[config.mk]
export PLATFORM = sky130hd
export DESIGN_NAME = lcd_bus_responder
export DESIGN_NICKNAME = d
export VERILOG_FILES = /design/src/rtl/lcd_bus_responder.sv
export SDC_FILE = /design/constraint.sdc
export NUM_CORES = 1
export LEC_CHECK = 0
export BUFFER_PORTS_ARGS = -buffer_cell sky130_fd_sc_hd__clkbuf_2
export CORE_MARGIN = 1
export CORE_UTILIZATION = 65
export CTS_CLUSTER_DIAMETER = 120
export CTS_CLUSTER_SIZE = 16
export DETAILED_ROUTE_END_ITERATION = 6
export GPL_TIMING_DRIVEN = 0
export PLACE_DENSITY = 0.9
export SETUP_SLACK_MARGIN = 0.5
export SYNTH_ARGS = -nofsm -noshare
export SYNTH_HDL_FRONTEND = slang
export SYNTH_SLANG_ARGS = --single-unit
[constraint.sdc]
create_clock -name clk -period 6.5 [get_ports clk]
set_input_delay 0.975 -clock clk [delete_from_list [all_inputs] [get_ports clk]]
set_output_delay 0.975 -clock clk [all_outputs]
set_load 0.01 [all_outputs]
[src/rtl/lcd_bus_responder.sv]
// HD44780-style display-side bus responder: decodes E/RS/RW/DB cycles, executes a command subset, holds a 2x16 DDRAM.
// Optional 4-bit (nibble) bus mode is compiled in when LCD_BUS_RESPONDER_NIBBLE_EN is defined.
module lcd_bus_responder #(
  parameter int BUSY_CYCLES  = 4,
  parameter int CLEAR_CYCLES = 40
) (
  input  logic       clk,
  input  logic       reset,
  input  logic       lcd_e,
  input  logic       lcd_rs,
  input  logic       lcd_rw,
  input  logic [7:0] lcd_db_in,
  output logic [7:0] lcd_db_out,
  output logic       lcd_db_oe,
  input  logic [4:0] rd_addr,
  output logic [7:0] rd_char,
  output logic [4:0] cursor,
  output logic       busy,
  output logic       disp_on,
  output logic       overrun,
  output logic       cmd_strobe,
  output logic [7:0] cmd_byte
);

  localparam int MAXC = (BUSY_CYCLES > CLEAR_CYCLES) ? BUSY_CYCLES : CLEAR_CYCLES;
  localparam int CW   = $clog2(MAXC + 1);

  typedef enum logic [1:0] {IDLE, BUSY, CLEAR} state_t;

  state_t        state;
  logic [CW-1:0] cnt;
  logic [5:0]    clr_idx;
  logic          e_q;
  logic          incr;
  logic [7:0]    ddram [0:31];

  logic       wr_strobe;
  logic       byte_done;
  logic [7:0] byte_val;
  logic       accept;
  logic       ram_we;
  logic [4:0] ram_addr;
  logic [7:0] ram_data;

  assign wr_strobe = e_q & ~lcd_e & ~lcd_rw;
  assign busy      = (state != IDLE);
  assign accept    = byte_done & (state == IDLE);

`ifdef LCD_BUS_RESPONDER_NIBBLE_EN
  logic       eight_bit;
  logic       phase_low;
  logic [3:0] hi_nib;

  always_comb begin
    byte_done = wr_strobe;
    byte_val  = lcd_db_in;
    if (!eight_bit) begin
      byte_done = wr_strobe & phase_low;
      byte_val  = {hi_nib, lcd_db_in[7:4]};
    end
  end

  // Any nibble seen while busy (first or second) drops the phase back to high.
  always_ff @(posedge clk) begin
    if (reset) begin
      eight_bit <= 1'b1;
      phase_low <= 1'b0;
      hi_nib    <= 4'h0;
    end else begin
      if (wr_strobe && !eight_bit) begin
        if (busy || phase_low) begin
          phase_low <= 1'b0;
        end else begin
          hi_nib    <= lcd_db_in[7:4];
          phase_low <= 1'b1;
        end
      end
      if (accept && !lcd_rs && byte_val[7:5] == 3'b001) begin
        eight_bit <= byte_val[4];
        phase_low <= 1'b0;
      end
    end
  end
`else
  assign byte_done = wr_strobe;
  assign byte_val  = lcd_db_in;
`endif

  always_ff @(posedge clk) begin
    if (reset) begin
      e_q        <= 1'b0;
      state      <= CLEAR;
      cnt        <= CW'(CLEAR_CYCLES);
      clr_idx    <= 6'd0;
      cursor     <= 5'd0;
      incr       <= 1'b1;
      disp_on    <= 1'b0;
      overrun    <= 1'b0;
      cmd_strobe <= 1'b0;
      cmd_byte   <= 8'h00;
    end else begin
      e_q        <= lcd_e;
      cmd_strobe <= 1'b0;
      if (state != IDLE) begin
        cnt <= cnt - CW'(1);
        if (cnt <= CW'(1)) state <= IDLE;
        if (state == CLEAR && !clr_idx[5]) clr_idx <= clr_idx + 6'd1;
      end
      if (byte_done && state != IDLE) overrun <= 1'b1;
      if (accept) begin
        cmd_strobe <= 1'b1;
        cmd_byte   <= byte_val;
        state      <= BUSY;
        cnt        <= CW'(BUSY_CYCLES);
        if (lcd_rs) begin
          cursor <= incr ? cursor + 5'd1 : cursor - 5'd1;
        end else begin
          casez (byte_val)
            8'b1???????: if (byte_val[5:4] == 2'b00) cursor <= {byte_val[6], byte_val[3:0]};
            8'b00001???: disp_on <= byte_val[2];
            8'b000001??: incr <= byte_val[1];
            8'b0000001?: cursor <= 5'd0;
            8'b00000001: begin
              cursor  <= 5'd0;
              incr    <= 1'b1;
              state   <= CLEAR;
              cnt     <= CW'(CLEAR_CYCLES);
              clr_idx <= 6'd0;
            end
            default: ;
          endcase
        end
      end
    end
  end

  // Clear fill and data writes never coincide: data is only accepted while idle.
  always_comb begin
    ram_we   = !reset && ((state == CLEAR && !clr_idx[5]) || (accept && lcd_rs));
    ram_addr = cursor;
    ram_data = byte_val;
    if (state == CLEAR) begin
      ram_addr = clr_idx[4:0];
      ram_data = 8'h20;
    end
  end

  always_ff @(posedge clk) begin
    if (ram_we) ddram[ram_addr] <= ram_data;
  end

  assign rd_char = ddram[rd_addr];

  always_comb begin
    lcd_db_oe  = lcd_e & lcd_rw & ~reset;
    lcd_db_out = 8'h00;
    if (lcd_db_oe) begin
      if (lcd_rs) lcd_db_out = ddram[cursor];
      else        lcd_db_out = {busy, cursor[4], 2'b00, cursor[3:0]};
    end
  end

endmodule

# After elaboration in Yosys (flattened, before gate mapping)
# Memory sizes are Yosys's and may differ from the RTL's. A register that Yosys moved wholly into a read port is not among the register bits.
# Index checks and enable logic that the tools add are counted.
# totals
reg_bits,32
input_bits,18
latchBits,0
romBits,0
word_cells,78
mem_count,1
ram_bits,256
# mem_list
memory,words,width,read_ports,rd_ports_with_merged_regs,wr,line,source
ddram,32,8,2,1,1,35,logic [7:0] ddram [0:31];
# classes
n_reduce_logical,19
n_lt_le_gt_ge,1
n_mux,28
shift,0
multipliers,0
eq_ne,6
n_bitwise,9
addsub,4
div_mod_pow,0
# op_table
cell,count
two-way mux 6 bit,9
two-way mux 5 bit,6
two-way mux 8 bit,3
two-way mux 2 bit,5
one-hot mux 5 bit (2 select lines),1
AND reduction 3 bit,3
"equality test 8 x 1 -> 1 bit, second input constant",1
nonzero test 2 bit,4
"equality test 7 x 1 -> 1 bit, second input constant",1
"adder 6 x 1 -> 6 bit, second input constant",1
"equality test 6 x 1 -> 1 bit, second input constant",1
"less-or-equal comparator 6 x 1 -> 1 bit, second input constant",1
"subtractor 6 x 1 -> 6 bit, second input constant",1
"adder 5 x 1 -> 5 bit, second input constant",1
AND 1 bit,5
"equality test 5 x 1 -> 1 bit, second input constant",1
"subtractor 5 x 1 -> 5 bit, second input constant",1
logical AND 1 bit,4
logical NOT 2 bit,2
inverter 1 bit,4
two-way mux 1 bit,3
"!= test 3 x 2 -> 1 bit, second input constant",1
nonzero test 3 bit,1
"equality test 2 bit, second input constant",1
5 further kinds,6

# Depth between registers and ports, before layout
# Gate-level depths: netlist of the first run.
# depth
ltp_word,9
mapped_depth,8
depth_no_buf,7

# Worst setup path after synthesis of the first run
# OpenSTA, ideal clock, no wires.
# synth_timing
path_kind,input port to output port
startpoint,in rd_addr[1]
endpoint,out rd_char[0]
path_stages,5
arrival_time_ps,2696
slack_ps,2829
path_cell_list,clkbuf_1 clkbuf_1 mux4_2 mux4_2 mux2_2
# synth_via
elab_chain_len,1
# synth_rtl
item,line,source
start: declaration,15,"input logic [4:0] rd_addr,"
memory read (32 x 8 bit),--,
end: declaration,16,"output logic [7:0] rd_char,"
# Every way passes these cells.

# Worst setup path in the final report of the first run
# Same ends and word-level chain as after synthesis.

==> results of run 1 <==
critical path, delay by kind of cell:
kind,cells,cell delay [ns]
buf+inv,3,1.43
mux,3,1.32
where the power goes:
| part | switching, mW | internal, mW |
|---|---|---|
| clock network | 0.644 | 0.664 |
| logic | 0.149 | 0.105 |
| registers | 0.0161 | 2.04 |
per-layer routing:
| layer | up-vias | wire, um | track usage [%] |
|---|---|---|---|
| met5 | - | 13 | 0 |
| met4 | 2 | 2429 | 19.43 |
| li1 | 3721 | - | - |
| met2 | 872 | 18450 | 57.71 |
| met1 | 4619 | 13030 | 47.23 |
| met3 | 192 | 5713 | 10.34 |
logic make-up after synthesis:
group	Yosys count	synth area share (%)
simple gates	159	5.430
buf+inv	67	2.598
flops	293	60.35
compound gates	140	6.460
fa+ha+maj	7	0.6809
mux	213	24.16
xor+xnor	5	0.3136
final timing paths:
| path | from | cells past startpoint | slack (ns) | end |
|---|---|---|---|---|
| setup / recovery | rd_addr[1] | 6 | 1.79 | rd_char[0] |
| hold / removal | cmd_byte[0]$_SDFFE_PP0N_ | 2 | 0.46 | cmd_byte[0]$_SDFFE_PP0N_ |
| setup reg to reg | state[1]$_SDFFE_PP1P_ | 5 | 3.33 | ddram[13][7]$_DFFE_PP_ |
| hold reg to reg | cmd_byte[0]$_SDFFE_PP0N_ | 2 | 0.46 | cmd_byte[0]$_SDFFE_PP0N_ |
layout make-up:
type                    count  area (sq um)
diodes                      3         7.507
well taps                 275         344.1
inverters                   9         33.78
multi-input cells         524          5191
plain buffers              58         329.1
repair buffers             53         335.3
clock buffers              38         631.9
clock inverters             1         16.27
fillers                  1226          5704
flip-flops and latches    293          8428
sequential cells by signal (all words and copies together), names as in the netlist, named ones only:
signal,cells
ddram,256
cmd_byte,8
clr_idx,6
cnt,6
cursor,5
state,2
cmd_strobe,1
disp_on,1
e_q,1
incr,1
overrun,1
metrics by stage:
step                      cells  cell area [sq um]
after CTS                  1251              15310
after global placement     1205              14540
final                      1254              15320
after global routing       1251              15310
after detailed placement   1212              14660
after floorplan             884              13960
cells in the final DEF (no fill, tap or decap), drive strengths merged, types with 3 or more instances in the layout:
master | netlist | routed
nand2b | 3 | 3
clkinv | 2 | 3
nand3 | 9 | 9
and2 | 3 | 3
nor3b | 3 | 3
o21ai | 13 | 13
clkbuf | 25 | 109
inv | 7 | 7
a21oi | 51 | 51
buf | 33 | 40
dfxtp | 37 | 37
nor2b | 17 | 17
o211a | 4 | 4
nor3 | 6 | 6
or4 | 7 | 7
nor2 | 64 | 64
mux2i | 102 | 102
edfxtp | 256 | 256
diode | 0 | 3
ha | 6 | 6
or2 | 3 | 3
mux4 | 98 | 98
a22oi | 48 | 48
xor2 | 3 | 3
nand2 | 36 | 36
a21o | 5 | 5
a211oi | 6 | 6
mux2 | 13 | 13
==> out/metrics.yaml, run 1 <==
clock_network:
  cts_setup_buffers: 0
  cts_tree: "built"
  clk_pin_slew_ns: 0.08
  cts_htree_levels: 1
  cts_hold_buf: 0
  cts_buffers: 22
  clock-sinks: 293
  cts_buffer_depth: 3
  clk_latency_ns: 0.53
  root_buffer: "clkbuf_16"
  cts-resized-gates: 0
logic_synthesis:
  synth_top_area_share_pct: 55.05
  yosys_warnings: 0
  ys.flop_type: "edfxtp_1"
  synth_top_area_cell: "edfxtp_1"
  synth_area_sq_um: 13960
  async_flop_share_pct: 0
  synthTopCellsByArea: "edfxtp_1 (55%), mux4_2 (16%), mux2i_1 (7.3%)"
  synth_nets: 909
  ys_ff_latch: 293
  ys_seq_area_share_pct: 60.35
  yosysMostFrequentCell: "edfxtp_1"
  synth_cells: 884
  synthTopCellsByCount: "edfxtp_1 (256), mux2i_1 (102), mux4_2 (98)"
  synth_edf_count: 256
  syn_avg_cell_area_sq_um: 15.80
  yosysUniqueCellTypes: 50
worst_setup_path:
  worstPathMaxFanout: 10
  required_ns: 5.52
  crit_path_cell_trace: "clkbuf_1, buf_1, mux4_2, mux4_2, mux2_2, clkbuf_2"
  slowest_delay_ns: 0.81
  critPathCaptureType: "primary output"
  startpoint_type: "input pin"
  cp.arrival_ns: 3.73
  slowest_stage: "buf_1"
  path_class: "in2out"
  cpMostUsedCell: "mux4_2"
sta:
  tns_ns: 0
  setup_viol_count_final: 0
  slew_headroom_pct: 27.18
  fin_skew_ns: 0.02774
  finalCritPeriodShare_pct: 72.46
  worstMarginPinSlew_ns: 1.092
  rsz0062_at_grt: "no"
  drv_slew: 0
  clock.fmax_mhz: 212.3
  hold_viol: 0
  hold_slack_ns: 0.4624
  fin_ws_ns: 1.790
  fin_crit_ns: 4.710
detailed_routing:
  drt_pass1_iterations: 7
  wire_per_inst_um: 31.61
  wl_um: 39640
  ant_nets: 0
  drcViolationCount: 8
  num_vias: 9406
  first_iter_violations: 1486
  vias_per_cell: 7.501
power_and_ir_drop:
  powerDensity_nw_per_um2: 236.6
  power_mw: 3.624
  peakVddDrop_mv: 0.2072
  p_leak_nw: 4.865
placement:
  portBuffers: 46
  hpwl_um: 26990
  preCtsSetupSlack_ns: 1.853
  place_congestion: 1.026
flow_run:
  max-cap-violations: 0
die:
  fp.dieH_um: 148.6
  fp-row-count: 53
  core_area_sq_um: 21020
  die_area_sq_um: 22070
  ios: 52
  initial_utilization_pct: 66.43
  die_w_um: 148.6
global_routing:
  grt.total_usage_pct: 36.86
  grt_pass1_vias: 9219
  overflow: 0
  antenna_found_initial: 4
  grt_max_degree: 33
  grt_first_pass_wirelength_um: 57720
layout:
  syn2layout_area_growth_pct: 9.686
  layout.nets: 986
  fin_util_pct: 72.86
  drive_gt1_share_pct: 23.57
outcome:
  failed_checks: "DRC"
  status: "finished with violations"
min_path:
  hp-class: "reg2reg"
Power figures use the tool's default switching activity.
==> inputs of run 2 (changes only) <==
--- a/config.mk
+++ b/config.mk
@@ -7,12 +7,12 @@
 export LEC_CHECK = 0
 export BUFFER_PORTS_ARGS = -buffer_cell sky130_fd_sc_hd__clkbuf_2
 export CORE_MARGIN = 1
-export CORE_UTILIZATION = 65
+export CORE_UTILIZATION = 56
 export CTS_CLUSTER_DIAMETER = 120
 export CTS_CLUSTER_SIZE = 16
 export DETAILED_ROUTE_END_ITERATION = 6
 export GPL_TIMING_DRIVEN = 0
-export PLACE_DENSITY = 0.9
+export PLACE_DENSITY = 0.83
 export SETUP_SLACK_MARGIN = 0.5
 export SYNTH_ARGS = -nofsm -noshare
 export SYNTH_HDL_FRONTEND = slang
==> constraint.sdc (replaced) <==
create_clock -name clk -period 3.9 [get_ports clk]
set_input_delay 0.585 -clock clk [delete_from_list [all_inputs] [get_ports clk]]
set_output_delay 0.585 -clock clk [all_outputs]
set_load 0.01 [all_outputs]
==> run 2 against run 1 <==
Effect of this change:
- the flow now finishes without violations
- count of clock-buffer cells in the layout up 1
- cell area up 3.0%
- total power up 67%
- critical path depth up 3
- register-to-register slack worse by 2.6 ns
- clock power up 66%
- largest cell class unchanged
- highest routed layer is now met4
==> out/metrics.yaml, run 2 (same netlist as run 1, synthesis figures left out) <==
power_and_ir_drop:
  p_leak_nw: 4.984
  powerDensity_nw_per_um2: 382.5
  peakVddDrop_mv: 0.3139
sta:
  hold_viol: 0
  clock.fmax_mhz: 294.5
  drv_slew: 0
  fin_crit_ns: 3.395
  worstMarginPinSlew_ns: 0.8939
  slew_headroom_pct: 40.19
  finalCritPeriodShare_pct: 87.06
  fin_ws_ns: 0.5047
  setup_viol_count_final: 0
  fin_skew_ns: 0.01362
  tns_ns: 0
  rsz0062_at_grt: "yes"
layout:
  largestRegisters: "ddram: 256 flops, cmd_byte: 8 flops"
  mostFrequentLayoutCells: "edfxtp_1 (256), mux2i_1 (102), mux4_2 (98)"
  layout.nets: 989
  seq_area_sq_um: 8428
  layout.cells.non_filler: 1304
  diodes: 0
  largest_reg_flops: 256
  final_common_cell: "edfxtp_1"
  multi_input_area_sq_um: 5374
  syn2layout_area_growth_pct: 13.03
  largest-register: "ddram"
  fin_area_sq_um: 15780
  fin_util_pct: 64.71
  drive_gt1_share_pct: 29.59
  nFillCells: 1674
worst_setup_path:
  crit_path_cell_trace: "buf_4, nor2b_1, clkbuf_4, buf_6, a22oi_2, a21oi_1, or4_4, a21oi_1, clkbuf_2"
  cpMostUsedCell: "a21oi_1"
  path_class: "reg2out"
  slowest_delay_ns: 0.60
  worstPathMaxFanout: 10
  cp.arrival_ns: 2.81
  required_ns: 3.31
  startpoint_type: "register"
  rrSetupSlack_ns: 0.71
  reg2regPathDepth: 5
  critPathCaptureType: "primary output"
  slowest_stage: "or4_4"
global_routing:
  grt_pass1_vias: 8787
  grt_first_pass_wirelength_um: 55400
  grt.total_usage_pct: 29.71
  overflow: 0
  antenna_found_initial: 0
  grt_max_degree: 33
min_path:
  hp-class: "in2reg"
  min_path_cells: 2
detailed_routing:
  wire_per_inst_um: 29.13
  first_iter_violations: 1069
  wl_um: 37990
  vias_per_cell: 6.906
  num_vias: 9005
  drcViolationCount: 0
  ant_nets: 0
  drt_pass1_iterations: 5
placement:
  hpwl_um: 26980
  place_congestion: 0.9749
  place_inst: 1261
  preCtsSetupSlack_ns: 0.05502
  placed_area_sq_um: 14720
  portBuffers: 46
die:
  initial_utilization_pct: 57.25
  fp-row-count: 57
  ios: 52
  core_area_sq_um: 24390
  die_w_um: 159.9
  die_area_sq_um: 25570
  fp.dieH_um: 159.9
clock_network:
  root_buffer: "clkbuf_16"
  clk_pin_slew_ns: 0.07
  cts_buffers: 22
  clk_latency_ns: 0.52
  cts_htree_levels: 1
  cts_buffer_depth: 3
  clock-sinks: 293
  cts_tree: "built"
outcome:
  status: "finished clean"
flow_run:
  max-cap-violations: 0
## run 2: cell types whose count changed in the layout (fill, tap and decap cells not counted), sizes merged
cell / previous run / this run
buf: 40 / 46
clkbuf: 109 / 106
clkdlybuf4s18: 0 / 1
diode: 3 / 0
## run 2: worst paths after layout
kind	from	end
max reg2reg	state[1]$_SDFFE_PP1P_	ddram[4][6]$_DFFE_PP_
min reg2reg	cmd_byte[0]$_SDFFE_PP0N_	cmd_byte[0]$_SDFFE_PP0N_
max	register	lcd_db_out[7]
min	reset	e_q$_SDFF_PP0_
## run 2: critical path, delay by kind of cell, from the launching register on
kind | cells | cell delay, ns
simple gates | 2 | 0.75
buf+inv | 4 | 0.74
compound gates | 3 | 0.49
flops | 1 | 0.31
## run 2: layout make-up
type / instances / area share [%]
Buffer: 58 / 3.298
Clock buffer: 39 / 4.027
Clock inverter: 1 / 0.1031
Inverter: 9 / 0.2140
Multi-Input combinational cell: 524 / 34.05
Sequential cell: 293 / 53.40
Tap cell: 324 / 2.568
Timing Repair Buffer: 56 / 2.346
## run 2: routing by layer
metal  global-route usage, %  vias to the layer above  wire length [um]
met2                   47.62                      661             17900
met1                   40.25                     4511             13590
met3                   5.714                      108              4802
li1                        -                     3725                 -
met4                   12.51                        0              1693
met5                       0                        -                 0
## run 2: repair_timing
item                       4_1_cts  5_1_grt
hold buffers                     0        0
pin swaps                        0        8
buffers inserted                 0        3
setup endpoints to repair       16       10
gates resized for setup         55       58
## run 2: report_power, final
part           internal (mW)  leakage (nW)  total (mW)  switching [mW]
Combinational          0.185          2.02       0.436           0.251
Clock                   1.11         0.309        2.17            1.06
Sequential              3.41          2.65        3.43          0.0244
## run 2: metrics by stage
step	total power [mW]	hold slack [ns]
finish	6.037	0.3077
global route	6.170	0.3147
CTS	6.022	0.2893
detailed placement	3.912	0.4525
global placement	3.895	0.4441
floorplan	3.762	0.4415
==> inputs of run 3 (changes only) <==
--- a/config.mk
+++ b/config.mk
@@ -7,12 +7,12 @@
 export LEC_CHECK = 0
 export BUFFER_PORTS_ARGS = -buffer_cell sky130_fd_sc_hd__clkbuf_2
 export CORE_MARGIN = 1
-export CORE_UTILIZATION = 56
+export CORE_UTILIZATION = 65
 export CTS_CLUSTER_DIAMETER = 120
 export CTS_CLUSTER_SIZE = 16
 export DETAILED_ROUTE_END_ITERATION = 6
 export GPL_TIMING_DRIVEN = 0
-export PLACE_DENSITY = 0.83
+export PLACE_DENSITY = 0.9
 export SETUP_SLACK_MARGIN = 0.5
 export SYNTH_ARGS = -nofsm -noshare
 export SYNTH_HDL_FRONTEND = slang
==> constraint.sdc (replaced) <==
create_clock -name clk -period 4.35 [get_ports clk]
set_input_delay 0.6525 -clock clk [delete_from_list [all_inputs] [get_ports clk]]
set_output_delay 0.6525 -clock clk [all_outputs]
set_load 0.01 [all_outputs]
==> run 3 against run 2 <==
Effect of this change:
- largest cell class unchanged
- sequential share of layout area grew 1.5 points
- non-clock buffer count shrank 3
- largest power group unchanged
- clock power shrank 9.7%
- critical path type unchanged
- combinational power shrank 13%
- critical endpoint unchanged
- setup slack lost 0.038 ns
- clock skew grew 0.014 ns
==> out/metrics.yaml, run 3 (same netlist as run 1, synthesis figures left out) <==
global_routing:
  grt_max_degree: 33
  grt_pass1_vias: 9192
  overflow: 0
  antenna_found_initial: 3
  grt_first_pass_wirelength_um: 57870
  grt.total_usage_pct: 36.94
worst_setup_path:
  cp.arrival_ns: 3.23
  reg2regPathDepth: 5
  slowest_delay_ns: 0.55
  worstSetupPathDepth: 8
  crit_path_cell_trace: "buf_2, nor2_1, clkbuf_2, a22oi_1, a21oi_1, or4_1, a21oi_1, clkbuf_2"
  required_ns: 3.70
  r2r-start: "state[1]$_SDFFE_PP1P_"
  worstReg2RegEnd: "ddram[13][4]$_DFFE_PP_"
  path_class: "reg2out"
  critPathCaptureType: "primary output"
  worstPathMaxFanout: 10
  startpoint_type: "register"
  slowest_stage: "nor2_1"
  critPathBufInv: 3
  cp_top_family: "simple AND/OR/NAND/NOR gates"
  rrSetupSlack_ns: 1.16
die:
  core_area_sq_um: 21020
  fp.dieH_um: 148.6
  initial_utilization_pct: 66.43
  die_w_um: 148.6
  die_area_sq_um: 22070
  fp-row-count: 53
  ios: 52
layout:
  mostFrequentLayoutCells: "edfxtp_1 (256), mux2i_1 (102), mux4_2 (98)"
  drive_gt1_share_pct: 24.69
  largest-register: "ddram"
  layout.nets: 986
  syn2layout_area_growth_pct: 9.874
  final_common_cell: "edfxtp_1"
  largestRegisters: "ddram: 256 flops, cmd_byte: 8 flops"
  largest_reg_flops: 256
  fin_util_pct: 72.99
  nFillCells: 1221
sta:
  rsz0062_at_grt: "yes"
  fin_crit_ns: 3.883
  tns_ns: 0
  finalCritPeriodShare_pct: 89.26
  clock.fmax_mhz: 257.5
  hold_viol: 0
  drv_slew: 0
  setup_viol_count_final: 0
  fin_skew_ns: 0.02800
  slew_headroom_pct: 31.49
  worstMarginPinSlew_ns: 1.024
min_path:
  min_to: "e_q$_SDFF_PP0_"
  min_path_cells: 2
  hp-class: "in2reg"
  hold_start: "lcd_e"
clock_network:
  cts_buffer_depth: 3
  cts_buffers: 22
  cts_tree: "built"
  clk_latency_ns: 0.53
  clock-sinks: 293
  cts_htree_levels: 1
  root_buffer: "clkbuf_16"
  clk_pin_slew_ns: 0.08
outcome:
  status: "finished clean"
detailed_routing:
  wl_um: 39470
  drcViolationCount: 0
  vias_per_cell: 7.510
  drt_pass1_iterations: 6
  num_vias: 9402
  first_iter_violations: 1385
  ant_nets: 0
  wire_per_inst_um: 31.53
power_and_ir_drop:
  p_sw_mw: 1.210
  peakVddDrop_mv: 0.2983
  powerDensity_nw_per_um2: 353.0
  pwr-share-comb_pct: 7.0
  p_int_mw: 4.206
  clockPowerShare_pct: 36.2
  p_leak_nw: 4.899
  swShare_pct: 22.34
  pwr-share-seq_pct: 56.8
placement:
  place_congestion: 1.026
  portBuffers: 46
  hpwl_um: 26990
flow_run:
  max-cap-violations: 0
## run 3: changes by cell type in the layout (fill, tap and decap cells not counted), sizes merged
cell,previous run,this run
clkdlybuf4s15,0,2
buf,46,37
diode,0,1
clkdlybuf4s18,1,0
clkbuf,106,110
## run 3: timing repair
action                     4_1_cts  5_1_grt
pin swaps                        0        0
hold buffers                     0        0
buffers inserted                 0        0
cloned                           0        0
resized for setup                9       11
setup endpoints to repair       16        7
## run 3: area by class of cell
cell class                      instances  area, sq um  area share, %
Tap cell                              275        344.1          2.243
Multi-Input combinational cell        524         5191          33.83
Timing Repair Buffer                   53        335.3          2.185
Antenna cell                            1        2.502        0.01631
Clock inverter                          1        16.27         0.1060
Buffer                                 58        360.3          2.349
Sequential cell                       293         8428          54.93
Clock buffer                           38        631.9          4.118
Inverter                                9        33.78         0.2202
## run 3: metrics by stage
step	power, mW	cells	hold WS, ns	area, sq um	worst slack (ns)
6_report	5.416	1252	0.3875	15340	0.4671
5_1_grt	5.496	1251	0.3987	15340	0.4625
4_1_cts	5.374	1251	0.3826	15330	0.5066
3_5_place_dp	3.503	1212	0.4507	14660	0.3485
3_3_place_gp	3.487	1205	0.4441	14540	0.3736
2_1_floorplan	3.373	884	0.4415	13960	1.324
## run 3: worst max-delay path by stage
stage / slack [ns] / to
floorplan: 1.32 / rd_char[0]
detailed placement: 0.35 / rd_char[0]
global route: 0.46 / lcd_db_out[2]
finish: 0.47 / lcd_db_out[7]
global placement: 0.37 / rd_char[0]
CTS: 0.51 / rd_char[4]
## run 3: layer usage
layer	vias up	GRT usage (%)	routed length (um)
met2	896	57.62	18310
met3	183	10.31	5676
li1	3715	-	-
met5	-	0.2273	13
met1	4606	47.82	12950
met4	2	18.87	2517
## run 3: power by group through the flow
stage / combinational (mW) / sequential [mW] / clock (mW)
floorplan: 0.240 / 3.13 / 0
global placement: 0.349 / 3.14 / 0
detailed placement: 0.363 / 3.14 / 0
CTS: 0.368 / 3.08 / 1.93
global route: 0.395 / 3.08 / 2.02
finish: 0.379 / 3.08 / 1.96
